### config.mk
export PLATFORM = sky130hd
export DESIGN_NAME = dma_copier_mc
export DESIGN_NICKNAME = d
export VERILOG_FILES = /design/src/rtl/dma_copier_mc.sv
export SDC_FILE = /design/constraint.sdc
export NUM_CORES = 1
export LEC_CHECK = 0
export CAP_MARGIN = 10
export CELL_PAD_IN_SITES_DETAIL_PLACEMENT = 1
export CELL_PAD_IN_SITES_GLOBAL_PLACEMENT = 1
export CORE_MARGIN = 5
export CORE_UTILIZATION = 39
export CTS_BUF_LIST = sky130_fd_sc_hd__clkbuf_4 sky130_fd_sc_hd__clkbuf_8 sky130_fd_sc_hd__clkbuf_16
export DETAILED_ROUTE_END_ITERATION = 10
export PLACE_DENSITY = 0.89
export SYNTH_ARGS = -nofsm -noshare
export SYNTH_HDL_FRONTEND = slang
export SYNTH_SLANG_ARGS = --single-unit
### constraint.sdc
create_clock -name CLK -period 3.18 [get_ports CLK]
set_input_delay 0.318 -clock CLK [delete_from_list [all_inputs] [get_ports CLK]]
set_output_delay 0.318 -clock CLK [all_outputs]
set_load 0.1 [all_outputs]
### src/rtl/dma_copier_mc.sv
// Single-channel DMA engine: COPY (mem-to-mem) or FILL (constant pattern), with fixed-address sides.
// Latency: 2 cycles/beat COPY, 1 cycle/beat FILL at zero wait; finished one cycle after last write grant.
// Backpressure: each request holds address/data/strobe steady until mem_ready; abort never cuts one.
//
// Ports:
//   CLK, nRST                 clock, asynchronous active-low reset
//   start, mode, src_fixed, dst_fixed, src_addr, dst_addr, fill_data, copy_size
//                             launch request and configuration, latched in IDLE on start
//   abort                     finish the in-flight access, then stop
//   busy, finished, aborted, remaining
//                             status towards the control block
//   mem_ren, mem_wen, mem_addr, mem_wdata, mem_rdata, mem_ready
//                             shared memory request port
module dma_copier_mc #(
  parameter int ADDR_W = 8,
  parameter int DATA_W = 8,
  parameter int LEN_W  = 8
) (
  input  logic              CLK,
  input  logic              nRST,
  input  logic              start,
  input  logic              mode,
  input  logic              src_fixed,
  input  logic              dst_fixed,
  input  logic [ADDR_W-1:0] src_addr,
  input  logic [ADDR_W-1:0] dst_addr,
  input  logic [DATA_W-1:0] fill_data,
  input  logic [LEN_W-1:0]  copy_size,
  input  logic              abort,
  output logic              busy,
  output logic              finished,
  output logic              aborted,
  output logic [LEN_W-1:0]  remaining,
  output logic              mem_ren,
  output logic              mem_wen,
  output logic [ADDR_W-1:0] mem_addr,
  output logic [DATA_W-1:0] mem_wdata,
  input  logic [DATA_W-1:0] mem_rdata,
  input  logic              mem_ready
);

  typedef enum logic [1:0] {
    S_IDLE  = 2'd0,
    S_READ  = 2'd1,
    S_WRITE = 2'd2,
    S_DONE  = 2'd3
  } state_t;

  localparam logic MODE_FILL = 1'b1;

  state_t            state_q,     state_d;
  logic              mode_q,      mode_d;
  logic              src_fixed_q, src_fixed_d;
  logic              dst_fixed_q, dst_fixed_d;
  logic [ADDR_W-1:0] src_q,       src_d;
  logic [ADDR_W-1:0] dst_q,       dst_d;
  logic [DATA_W-1:0] fill_q,      fill_d;
  logic [DATA_W-1:0] data_q,      data_d;
  logic [LEN_W-1:0]  remaining_q, remaining_d;
  logic              abort_q,     abort_d;
  logic              busy_q,      busy_d;
  logic              finished_q,  finished_d;
  logic              aborted_q,   aborted_d;
  logic              mem_ren_q,   mem_ren_d;
  logic              mem_wen_q,   mem_wen_d;
  logic [ADDR_W-1:0] mem_addr_q,  mem_addr_d;
  logic [DATA_W-1:0] mem_wdata_q, mem_wdata_d;

  // Abort seen in the current cycle counts as latched, so an abort raised on
  // the grant cycle of a read still suppresses that read's write.
  logic abort_any;
  assign abort_any = abort_q | abort;

  always_comb begin
    state_d     = state_q;
    mode_d      = mode_q;
    src_fixed_d = src_fixed_q;
    dst_fixed_d = dst_fixed_q;
    src_d       = src_q;
    dst_d       = dst_q;
    fill_d      = fill_q;
    data_d      = data_q;
    remaining_d = remaining_q;
    abort_d     = abort_q;
    aborted_d   = aborted_q;

    case (state_q)
      S_IDLE: begin
        if (start) begin
          mode_d      = mode;
          src_fixed_d = src_fixed;
          dst_fixed_d = dst_fixed;
          src_d       = src_addr;
          dst_d       = dst_addr;
          fill_d      = fill_data;
          remaining_d = copy_size;
          abort_d     = 1'b0;
          aborted_d   = 1'b0;
          if (copy_size == '0) begin
            state_d = S_DONE;
          end else if (mode == MODE_FILL) begin
            state_d = S_WRITE;
          end else begin
            state_d = S_READ;
          end
        end
      end

      S_READ: begin
        abort_d = abort_any;
        if (mem_ready) begin
          data_d = mem_rdata;
          if (!src_fixed_q) begin
            src_d = src_q + ADDR_W'(1);
          end
          // An aborted read still completes but its write is dropped.
          state_d = abort_any ? S_DONE : S_WRITE;
        end
      end

      S_WRITE: begin
        abort_d = abort_any;
        if (mem_ready) begin
          if (remaining_q != '0) begin
            remaining_d = remaining_q - LEN_W'(1);
          end
          if (!dst_fixed_q) begin
            dst_d = dst_q + ADDR_W'(1);
          end
          if (remaining_q == LEN_W'(1) || abort_any) begin
            state_d = S_DONE;
          end else if (mode_q == MODE_FILL) begin
            state_d = S_WRITE;
          end else begin
            state_d = S_READ;
          end
        end
      end

      S_DONE: begin
        state_d = S_IDLE;
      end

      default: begin
        state_d = S_IDLE;
      end
    endcase

    // aborted is captured on entry to DONE and then held until the next start.
    if (state_d == S_DONE) begin
      aborted_d = abort_d;
    end

    // All outputs are registered from the next-state view so they line up
    // with the state they describe.
    busy_d      = (state_d != S_IDLE);
    finished_d  = (state_d == S_DONE);
    mem_ren_d   = (state_d == S_READ);
    mem_wen_d   = (state_d == S_WRITE);
    mem_addr_d  = '0;
    mem_wdata_d = '0;
    if (state_d == S_READ) begin
      mem_addr_d = src_d;
    end else if (state_d == S_WRITE) begin
      mem_addr_d  = dst_d;
      mem_wdata_d = (mode_d == MODE_FILL) ? fill_d : data_d;
    end
  end

  always_ff @(posedge CLK or negedge nRST) begin
    if (!nRST) begin
      state_q     <= S_IDLE;
      mode_q      <= 1'b0;
      src_fixed_q <= 1'b0;
      dst_fixed_q <= 1'b0;
      src_q       <= '0;
      dst_q       <= '0;
      fill_q      <= '0;
      data_q      <= '0;
      remaining_q <= '0;
      abort_q     <= 1'b0;
      busy_q      <= 1'b0;
      finished_q  <= 1'b0;
      aborted_q   <= 1'b0;
      mem_ren_q   <= 1'b0;
      mem_wen_q   <= 1'b0;
      mem_addr_q  <= '0;
      mem_wdata_q <= '0;
    end else begin
      state_q     <= state_d;
      mode_q      <= mode_d;
      src_fixed_q <= src_fixed_d;
      dst_fixed_q <= dst_fixed_d;
      src_q       <= src_d;
      dst_q       <= dst_d;
      fill_q      <= fill_d;
      data_q      <= data_d;
      remaining_q <= remaining_d;
      abort_q     <= abort_d;
      busy_q      <= busy_d;
      finished_q  <= finished_d;
      aborted_q   <= aborted_d;
      mem_ren_q   <= mem_ren_d;
      mem_wen_q   <= mem_wen_d;
      mem_addr_q  <= mem_addr_d;
      mem_wdata_q <= mem_wdata_d;
    end
  end

  assign busy      = busy_q;
  assign finished  = finished_q;
  assign aborted   = aborted_q;
  assign remaining = remaining_q;
  assign mem_ren   = mem_ren_q;
  assign mem_wen   = mem_wen_q;
  assign mem_addr  = mem_addr_q;
  assign mem_wdata = mem_wdata_q;

endmodule

* Word level (Yosys, flattened, before mapping) *
Cells that the tools add are included.

word-level totals
  bits in latches = 0
  logic and storage cells = 80
  bits in read-only memories = 0
  bits in writable memories = 0
  bits of input ports = 48
  output and inout port bits = 29
  flip-flop bits (word level) = 67
  memories = 0

cells by class
  div/mod/pow operators = 0
  order comparisons = 0
  bitwise gates (word level) = 1
  reductions and logical operators = 12
  muxes and demuxes = 37
  shifts and indexed selects = 0
  add/subtract/negate cells = 3
  multipliers = 0
  eq/ne operators = 10

operators with widths
  operator             count
  $mux 8               18
  $pmux 8 s2           3
  $add 8x1->8 const B  2
  $mux 2               7
  $eq 2x2->1 const B   4
  $eq 8x1->1 const B   1
  $logic_not 8->1      1
  $pmux 2 s4           1
  $reduce_bool 2->1    4
  $reduce_bool 8->1    1
  $sub 8x1->8 const B  1
  $mux 1               7
  $ne 2x2->1 const B   3
  $eq 2x1->1 const B   2
  $reduce_and 2->1     2
  $reduce_and 4->1     1
  $logic_not 2->1      1
  $pmux 1 s2           1
  $reduce_or 2->1      1
  $logic_or 1x1->1     1
  $or 1x1->1           1

* Depth between registers and ports, before layout *
Gate-level depths: netlist of run 1.

  word-level depth = 8
  depth in mapped cells = 10
  depth with buffers taken out = 8

* Least setup slack after synthesis of run 1 *
OpenSTA, ideal clock, no wires.

  path kind = reg2reg
  start point = register remaining_q[0], in the netlist remaining[0]
  end point = register remaining_q[5], in the netlist remaining[5]
  setup time = 0.137 ns
  data required time = 3.043 ns
  arrival = 2.499 ns
  buffers on the path = 1
  stages on the path, launching flop included = 9
  slack = 0.544 ns
  period minus slack after synthesis = 2.636 ns
  cells stage by stage = dfrtp_1 -> inv_1 -> ha_1 -> nor4bb_1 -> a221oi_2 -> clkbuf_1 -> nand3_1 -> o21ai_0 -> a21oi_1

between the ends
  longest elaborated chain between the ends = 4
  elaborated cells on any way between the ends = 7

RTL lines
  what                      line  RTL
  start: declaration        59    logic [LEN_W-1:0] remaining_q, remaining_d;
  start signal: assignment  198   remaining_q <= remaining_d;
  $sub 8x1->8               125   remaining_d = remaining_q - LEN_W'(1);
  $mux 8                    124   if (remaining_q != '0) begin
  $mux 8                    123   if (mem_ready) begin
  $pmux 8 s2                87    case (state_q)

Parallel ways exist; a longest one is shown, timed or not. The select of a mux whose other input is x is not followed.
A chain may end at the register's enable or synchronous reset.

* Worst setup path in the final report of run 1 *
  start point = register state_q[0]
  end point = register aborted_q, in the netlist aborted

between the ends
  longest elaborated chain between the ends = 5
  elaborated cells on any way between the ends = 15

RTL lines
  what                                line  RTL
  start: declaration                  51    state_t state_q, state_d;
  start signal: assignment            190   state_q <= state_d;
  $eq 2x2->1 (tied with other cells)  87
  $pmux 2 s4                          87
  $eq 2x2->1                          150   if (state_d == S_DONE) begin
  $reduce_bool 2->1 (no source line)  --
  $reduce_and 2->1 (no source line)   --
  end signal: assignment              202   aborted_q <= aborted_d;
  end: declaration                    63    logic aborted_q, aborted_d;

Parallel ways exist; a longest one is shown, timed or not.

==> results.py, run 1 <==
metrics = {
    "run_status": {
        "run_status": "complete, no violations",
    },
    "floorplan": {
        "die_h_um": 107,
        "design.core.area_um2": 9150,
        "floorplan.rows": 35,
        "die-width_um": 107,
        "initial_utilization": 0.397,
        "io_pins": 77,
        "design.die.area_um2": 11400,
    },
    "job": {
        "timing.max_cap.violations": 0,
    },
    "finish": {
        "final_layout_size_suffix_gt1_frac": 0.160,
        "filler_cells_inserted": 1013,
        "num_antenna_cells": 0,
        "finish.net_count": 501,
        "number_of_standard_cells_in_the_layout_taps_in_and_fillers_out": 560,
        "area_growth_pct": 30.7,
        "post-route-util": 0.519,
    },
    "pwr": {
        "comb_power_share": 0.595,
        "leakage_nw": 2.03,
        "pwr_density_cell_nw_per_um2": 1210,
        "seqPwrFrac": 0.273,
        "p_clk_frac": 0.131,
        "p_sw_mw": 3.06,
        "power.switching_fraction": 0.533,
        "peakVddDrop_mv": 0.573,
        "internal_power_contribution_mw": 2.68,
    },
    "sta": {
        "final.setup.worst_slack_ns": 0.416,
        "rsz0062_at_grt": "false",
        "slew-limit-headroom": 0.247,
        "totalNegativeSetupSlack_ns": 0,
        "clock_skew_ns": 0.0118,
        "worst-slew-pin-transition_ns": 1.13,
        "fmax_mhz": 362,
        "hold_worst_slack_ns": 0.419,
        "finalCriticalPeriod_ns": 2.76,
        "final-setup-viol-count": 0,
        "finalMaxSlewViolations": 0,
        "post-route-period-util": 0.869,
        "hold_viol_final": 0,
    },
    "synth": {
        "postSynthNetCount": 418,
        "postSynthCellCount": 361,
        "yosys_register_bits": 67,
        "synth.lib_cells_used.distinct": 61,
        "ys.warnings.count": 0,
        "netlist_top_cells_area": "sky130_fd_sc_hd__dfrtp_1, sky130_fd_sc_hd__nand2_1, sky130_fd_sc_hd__mux2_2",
        "async_flop_share": 1.00,
        "synth_top_flop_cell": "sky130_fd_sc_hd__dfrtp_1",
        "synth_edf_count": 0,
        "mappedNetlistArea_um2": 3640,
        "netlist.top_cell.by_area": "sky130_fd_sc_hd__dfrtp_1",
        "synth.yosys.seq_area_share": 0.461,
        "synth_area_per_inst_um2": 10.1,
        "synth_top_area_share": 0.461,
    },
    "cts": {
        "cts_inserted_buffers": 9,
        "cts-root-to-sink-buffers": 2,
        "cts.sinks": 67,
        "clock_insertion_delay_worst_skew_ns": 0.36,
        "cell_at_the_root_of_the_clock_tree": "sky130_fd_sc_hd__clkbuf_8",
        "clk_pin_slew_ns": 0.08,
        "tritoncts": "done",
        "htreeDepth": 3,
        "cts.repair_timing.setup_buffer_count": 0,
    },
    "place": {
        "finalWeightedCongestion": 0.860,
        "detailedPlacementHpwl_um": 8050,
        "io_buffers": 76,
        "placed_cells": 542,
        "post-place-ws_ns": 0.439,
    },
    "detailed_routing": {
        "drt_iter0_drc": 93,
        "first_pass_iters": 4,
        "route.final.wire_length_um": 11100,
        "drtAntennaViolNets": 0,
        "wl_per_cell_um": 19.8,
        "vias_per_cell": 5.77,
        "detailroute.via_count": 3230,
        "drc": 0,
    },
    "global_route": {
        "antenna_violations_before_repair": 0,
        "first_pass_grt_wire_length_um": 17900,
        "grt-ovfl-total": 0,
        "grt_pass1_vias": 3554,
        "grt_usage": 0.200,
        "pin_count_of_the_biggest_net_entering_global_routing": 50,
    },
    "setup_path": {
        "worstSetupEndpointType": "flip-flop",
        "crit_slowest_cell": "sky130_fd_sc_hd__o311ai_4",
        "crit_required_ns": 3.43,
        "cp.arrival_ns": 3.01,
        "crit_path_cell_trace": "inv_1 -> ha_1 -> nand2_1 -> o311ai_4 -> inv_6 -> a311o_1",
        "setup.worst_path.start_class": "flip-flop",
        "cp_slowest_stage_delay_ns": 0.98,
        "critPathMaxFanout": 19,
        "timing_worst_setup_path_type": "flip-flop to flip-flop",
    },
    "worst_hold_path": {
        "hold_path_class": "primary input to async pin",
    },
}
registers in the layout, summed over array words and instances (netlist names), 2 cells and up:
signal     cells
data_q         8
dst_q          8
fill_q         8
mem_addr       8
mem_wdata      8
remaining      8
src_q          8
state_q        2
cells by family (layout without fill, tap and decap cells):
kind of cell,Yosys count,count (layout),share of synthesized area
AOI/OAI and AO/OA,76,76,0.153
xor gates and xnor gates,4,4,0.00964
adders and majority gates,9,9,0.0310
buffers and inverters,32,120,0.0399
DFF,67,67,0.461
muxes,31,31,0.0915
and+or+nand+nor,142,142,0.214
layer usage:
metal / vias to the layer above / part of all wire / wire [um] / GRT usage
met2: 91 / 0.51 / 5610 / 0.343
met1: 1620 / 0.43 / 4760 / 0.245
met4: 0 / 0.019 / 209 / 0.0630
li1: 1501 / - / - / -
met5: - / 0 / 0 / 0
met3: 18 / 0.044 / 488 / 0.0510
final timing paths:
| check | endpoint | start | slack, ns | cells after the start |
|---|---|---|---|---|
| min in group CLK | fill_q[4]$_DFF_PN0_ | fill_q[4]$_DFF_PN0_ | 0.49 | 2 |
| setup reg to reg | aborted$_DFFE_PN0P_ | state_q[0]$_DFF_PN0_ | 0.42 | 6 |
| setup / recovery | aborted$_DFFE_PN0P_ | state_q[0]$_DFF_PN0_ | 0.42 | 6 |
| hold / removal | data_q[6]$_DFF_PN0_ | nRST | 0.42 | 2 |
| max in group asynchronous | mem_addr[7]$_DFF_PN0_ | nRST | 1.97 | 4 |
| hold reg to reg | fill_q[4]$_DFF_PN0_ | fill_q[4]$_DFF_PN0_ | 0.49 | 2 |
synth_stat cells, types with 2 or more instances:
| cell type | n |
|---|---|
| sky130_fd_sc_hd__clkbuf_1 | 12 |
| sky130_fd_sc_hd__mux2_2 | 15 |
| sky130_fd_sc_hd__a221o_1 | 2 |
| sky130_fd_sc_hd__nor3_2 | 8 |
| sky130_fd_sc_hd__a21oi_1 | 11 |
| sky130_fd_sc_hd__nand2b_1 | 7 |
| sky130_fd_sc_hd__o221ai_1 | 2 |
| sky130_fd_sc_hd__nor3_1 | 2 |
| sky130_fd_sc_hd__o211ai_1 | 6 |
| sky130_fd_sc_hd__nand3b_1 | 3 |
| sky130_fd_sc_hd__buf_6 | 2 |
| sky130_fd_sc_hd__ha_1 | 9 |
| sky130_fd_sc_hd__and3_1 | 3 |
| sky130_fd_sc_hd__a311o_1 | 2 |
| sky130_fd_sc_hd__a22oi_1 | 8 |
| sky130_fd_sc_hd__nand4_1 | 9 |
| sky130_fd_sc_hd__nor2b_1 | 4 |
| sky130_fd_sc_hd__or3_1 | 2 |
| sky130_fd_sc_hd__o22ai_1 | 7 |
| sky130_fd_sc_hd__and2_1 | 4 |
| sky130_fd_sc_hd__xor2_1 | 3 |
| sky130_fd_sc_hd__a222oi_1 | 3 |
| sky130_fd_sc_hd__o21ai_1 | 7 |
| sky130_fd_sc_hd__nand2_1 | 56 |
| sky130_fd_sc_hd__dfrtp_1 | 67 |
| sky130_fd_sc_hd__nand4b_1 | 2 |
| sky130_fd_sc_hd__nand3_1 | 14 |
| sky130_fd_sc_hd__nor2_1 | 11 |
| sky130_fd_sc_hd__o311ai_0 | 2 |
| sky130_fd_sc_hd__o21ai_0 | 12 |
| sky130_fd_sc_hd__or4_1 | 8 |
| sky130_fd_sc_hd__inv_1 | 12 |
| sky130_fd_sc_hd__buf_2 | 4 |
| sky130_fd_sc_hd__mux2i_1 | 15 |
cell type report:
type	instances	area, um2	area share
clock buffer	9	124	0.0261
clock inverter	7	80.1	0.0169
inverter	14	57.6	0.0121
multi-input combinational	262	1810	0.382
sequential	67	1680	0.353
tap	111	139	0.0292
timing repair buffer	90	861	0.181
per-stage QoR:
step | cell area, um2 | power, mW
floorplan | 3640 | 4.04
global placement | 4520 | 4.81
detailed placement | 4520 | 4.97
CTS | 4720 | 5.77
global route | 4750 | 6.09
finish | 4750 | 5.74
placed cells by master (no fill, tap or decap), types with 9 or more instances in the layout:
cell type	synthesis	final
sky130_fd_sc_hd__clkbuf_8	0	9
sky130_fd_sc_hd__mux2i_1	15	15
sky130_fd_sc_hd__nor2_1	11	11
sky130_fd_sc_hd__ha_1	9	9
sky130_fd_sc_hd__nand4_1	9	9
sky130_fd_sc_hd__nand2_1	56	56
sky130_fd_sc_hd__inv_1	12	12
sky130_fd_sc_hd__dfrtp_1	67	67
sky130_fd_sc_hd__buf_4	0	18
sky130_fd_sc_hd__o21ai_0	12	12
sky130_fd_sc_hd__clkdlybuf4s50_1	0	69
sky130_fd_sc_hd__mux2_2	15	15
sky130_fd_sc_hd__nand3_1	14	14
sky130_fd_sc_hd__a21oi_1	11	11
repair_timing:
action,CTS,global route
hold endpoints to repair,0,17
resized for setup,0,0
hold buffers,0,1
critical path, delay by kind of cell, from the launching register on:
| family | cells | cell delay, ns |
|---|---|---|
| AND/OR/NAND/NOR | 1 | 0.20 |
| buffers and inverters | 2 | 0.25 |
| adder cells (fa/ha/maj) | 1 | 0.37 |
| AO/OA/AOI/OAI | 2 | 1.37 |
| flip-flops | 1 | 0.45 |
power groups by stage:
stage	combinational [mW]	clock (mW)	sequential, mW
2_1_floorplan	1.69	0	2.36
3_3_place_gp	3.26	0	1.55
3_5_place_dp	3.39	0	1.58
4_1_cts	3.43	0.769	1.57
5_1_grt	3.67	0.810	1.61
6_report	3.42	0.753	1.57
Note: power is estimated with default switching activity, not from simulation.
==> run 2: changes to the inputs <==
Settings changed: CORE_ASPECT_RATIO set to 1.2.
==> run 2 against run 1 <==
Combinational power is essentially flat. Sequential power about the same. Worst hold slack lost 0.37 ns. Clock skew is 0.0023 ns lower. Wire length up 0.93%. Utilization barely moved.
==> results.py, run 2 (synthesis gave the netlist of run 1 again) <==
metrics = {
    "setup_path": {
        "cp.arrival_ns": 2.85,
        "cp_slowest_stage_delay_ns": 0.45,
        "timing_worst_setup_path_type": "flip-flop to flip-flop",
        "setup.worst_path.start": "state_q[0]$_DFF_PN0_",
        "crit_required_ns": 3.46,
        "critical_path.most_common_cell": "sky130_fd_sc_hd__buf_4",
        "crit_path_cell_trace": "inv_1 -> ha_1 -> buf_4 -> or3_1 -> a311o_1 -> o311ai_4 -> buf_4 -> nand4_1 -> o21ai_1",
        "setup.worst_path.start_class": "flip-flop",
        "critPathMaxFanout": 11,
        "crit_slowest_cell": "sky130_fd_sc_hd__dfrtp_1",
        "worstSetupEndpointType": "flip-flop",
        "critical_path.reg2reg.startpoint": "state_q[0]$_DFF_PN0_",
    },
    "cts": {
        "htreeDepth": 3,
        "holdBufCountCts": 0,
        "cts_inserted_buffers": 9,
        "cts.sinks": 67,
        "clk_pin_slew_ns": 0.08,
        "cts.repair.resized": 0,
        "cell_at_the_root_of_the_clock_tree": "sky130_fd_sc_hd__clkbuf_8",
        "cts.repair_timing.setup_buffer_count": 0,
        "cts-root-to-sink-buffers": 2,
        "tritoncts": "done",
        "clock_insertion_delay_worst_skew_ns": 0.35,
    },
    "pwr": {
        "p_clk_frac": 0.124,
        "design_power_total_mw": 5.70,
        "p_sw_mw": 3.04,
        "pwr_density_cell_nw_per_um2": 1210,
        "comb_power_share": 0.600,
        "power.switching_fraction": 0.533,
        "leakage_nw": 2.01,
        "seqPwrFrac": 0.276,
        "internal_power_contribution_mw": 2.66,
        "peakVddDrop_mv": 0.474,
    },
    "run_status": {
        "run_status": "complete, no violations",
    },
    "detailed_routing": {
        "drtAntennaViolNets": 0,
        "first_pass_iters": 5,
        "wl_per_cell_um": 19.7,
        "drc": 0,
        "detailroute.via_count": 3193,
        "route.final.wire_length_um": 11200,
        "vias_per_cell": 5.64,
        "drt_iter0_drc": 132,
    },
    "global_route": {
        "grt-ovfl-total": 0,
        "grt_pass1_vias": 3554,
        "first_pass_grt_wire_length_um": 18000,
        "pin_count_of_the_biggest_net_entering_global_routing": 37,
        "antenna_violations_before_repair": 0,
        "grt_usage": 0.201,
    },
    "floorplan": {
        "design.die.area_um2": 11400,
        "die_h_um": 116,
        "io_pins": 77,
        "die-width_um": 98.1,
        "initial_utilization": 0.400,
        "floorplan.rows": 38,
        "design.core.area_um2": 9080,
    },
    "sta": {
        "fmax_mhz": 390,
        "slew-limit-headroom": 0.336,
        "totalNegativeSetupSlack_ns": 0,
        "finalMaxSlewViolations": 0,
        "finalCriticalPeriod_ns": 2.56,
        "clock_skew_ns": 0.00950,
        "post-route-period-util": 0.805,
        "final-setup-viol-count": 0,
        "worst-slew-pin-transition_ns": 0.992,
        "hold_viol_final": 0,
        "rsz0062_at_grt": "false",
    },
    "finish": {
        "mostFrequentLayoutCell": "sky130_fd_sc_hd__clkdlybuf4s50_1",
        "area_growth_pct": 29.8,
        "layout_common_cells": "sky130_fd_sc_hd__clkdlybuf4s50_1, sky130_fd_sc_hd__dfrtp_1, sky130_fd_sc_hd__nand2_1",
        "final_layout_size_suffix_gt1_frac": 0.159,
        "num_antenna_cells": 0,
        "finish.net_count": 499,
    },
    "place": {
        "finalWeightedCongestion": 0.867,
        "io_buffers": 76,
        "detailedPlacementHpwl_um": 8470,
    },
    "job": {
        "timing.max_cap.violations": 0,
    },
    "worst_hold_path": {
        "hold_path_class": "primary input to async pin",
    },
}
-- run 2: worst max-delay path, delay by kind of cell (launching register included) --
family | cells | cell delay, ns
and+or+nand+nor | 2 | 0.48
AOI/OAI and AO/OA | 3 | 0.61
adders and majority gates | 1 | 0.31
DFF | 1 | 0.45
buffers and inverters | 3 | 0.65
-- run 2: final cells by class --
type	instances	area [um2]
fill	1018	4360
sequential	67	1680
multi-input combinational	262	1810
clock buffer	9	124
inverter	14	57.6
timing repair buffer	88	828
clock inverter	6	67.6
tap	120	150
-- run 2: per-stage QoR --
stage,util,worst slack (ns),std cells,hold slack [ns],cell area [um2]
2_1_floorplan,-,0.544,361,0.0224,3640
3_3_place_gp,0.498,0.708,551,0.440,4530
3_5_place_dp,0.498,0.635,551,0.457,4530
4_1_cts,0.520,0.641,566,0.0744,4720
5_1_grt,0.520,0.461,566,0.125,4720
6_report,0.520,0.619,566,0.0495,4720
-- run 2: layer usage --
metal	GRT usage	vias up	part of all wire
met4	0.0801	0	0.022
met5	0	-	0
li1	-	1483	-
met2	0.359	83	0.52
met1	0.238	1608	0.41
met3	0.0403	19	0.042
-- run 2: worst paths after layout --
kind	to	slack, ns	cells past startpoint
max in group asynchronous	src_fixed_q$_DFFE_PN0P_	2.36	2
min in group CLK	fill_q[1]$_DFF_PN0_	0.49	2
setup / recovery	mem_addr[0]$_DFF_PN0_	0.62	9
hold / removal	dst_q[3]$_DFF_PN0_	0.05	1
setup reg to reg	mem_addr[0]$_DFF_PN0_	0.62	9
hold reg to reg	fill_q[1]$_DFF_PN0_	0.49	2
-- run 2: power by group through the flow --
stage / clock network, mW / registers (mW) / logic (mW)
final: 0.705 / 1.58 / 3.42
after global routing: 0.750 / 1.62 / 3.66
after CTS: 0.719 / 1.57 / 3.44
after detailed placement: 0 / 1.58 / 3.41
after global placement: 0 / 1.55 / 3.27
after floorplan: 0 / 2.36 / 1.69
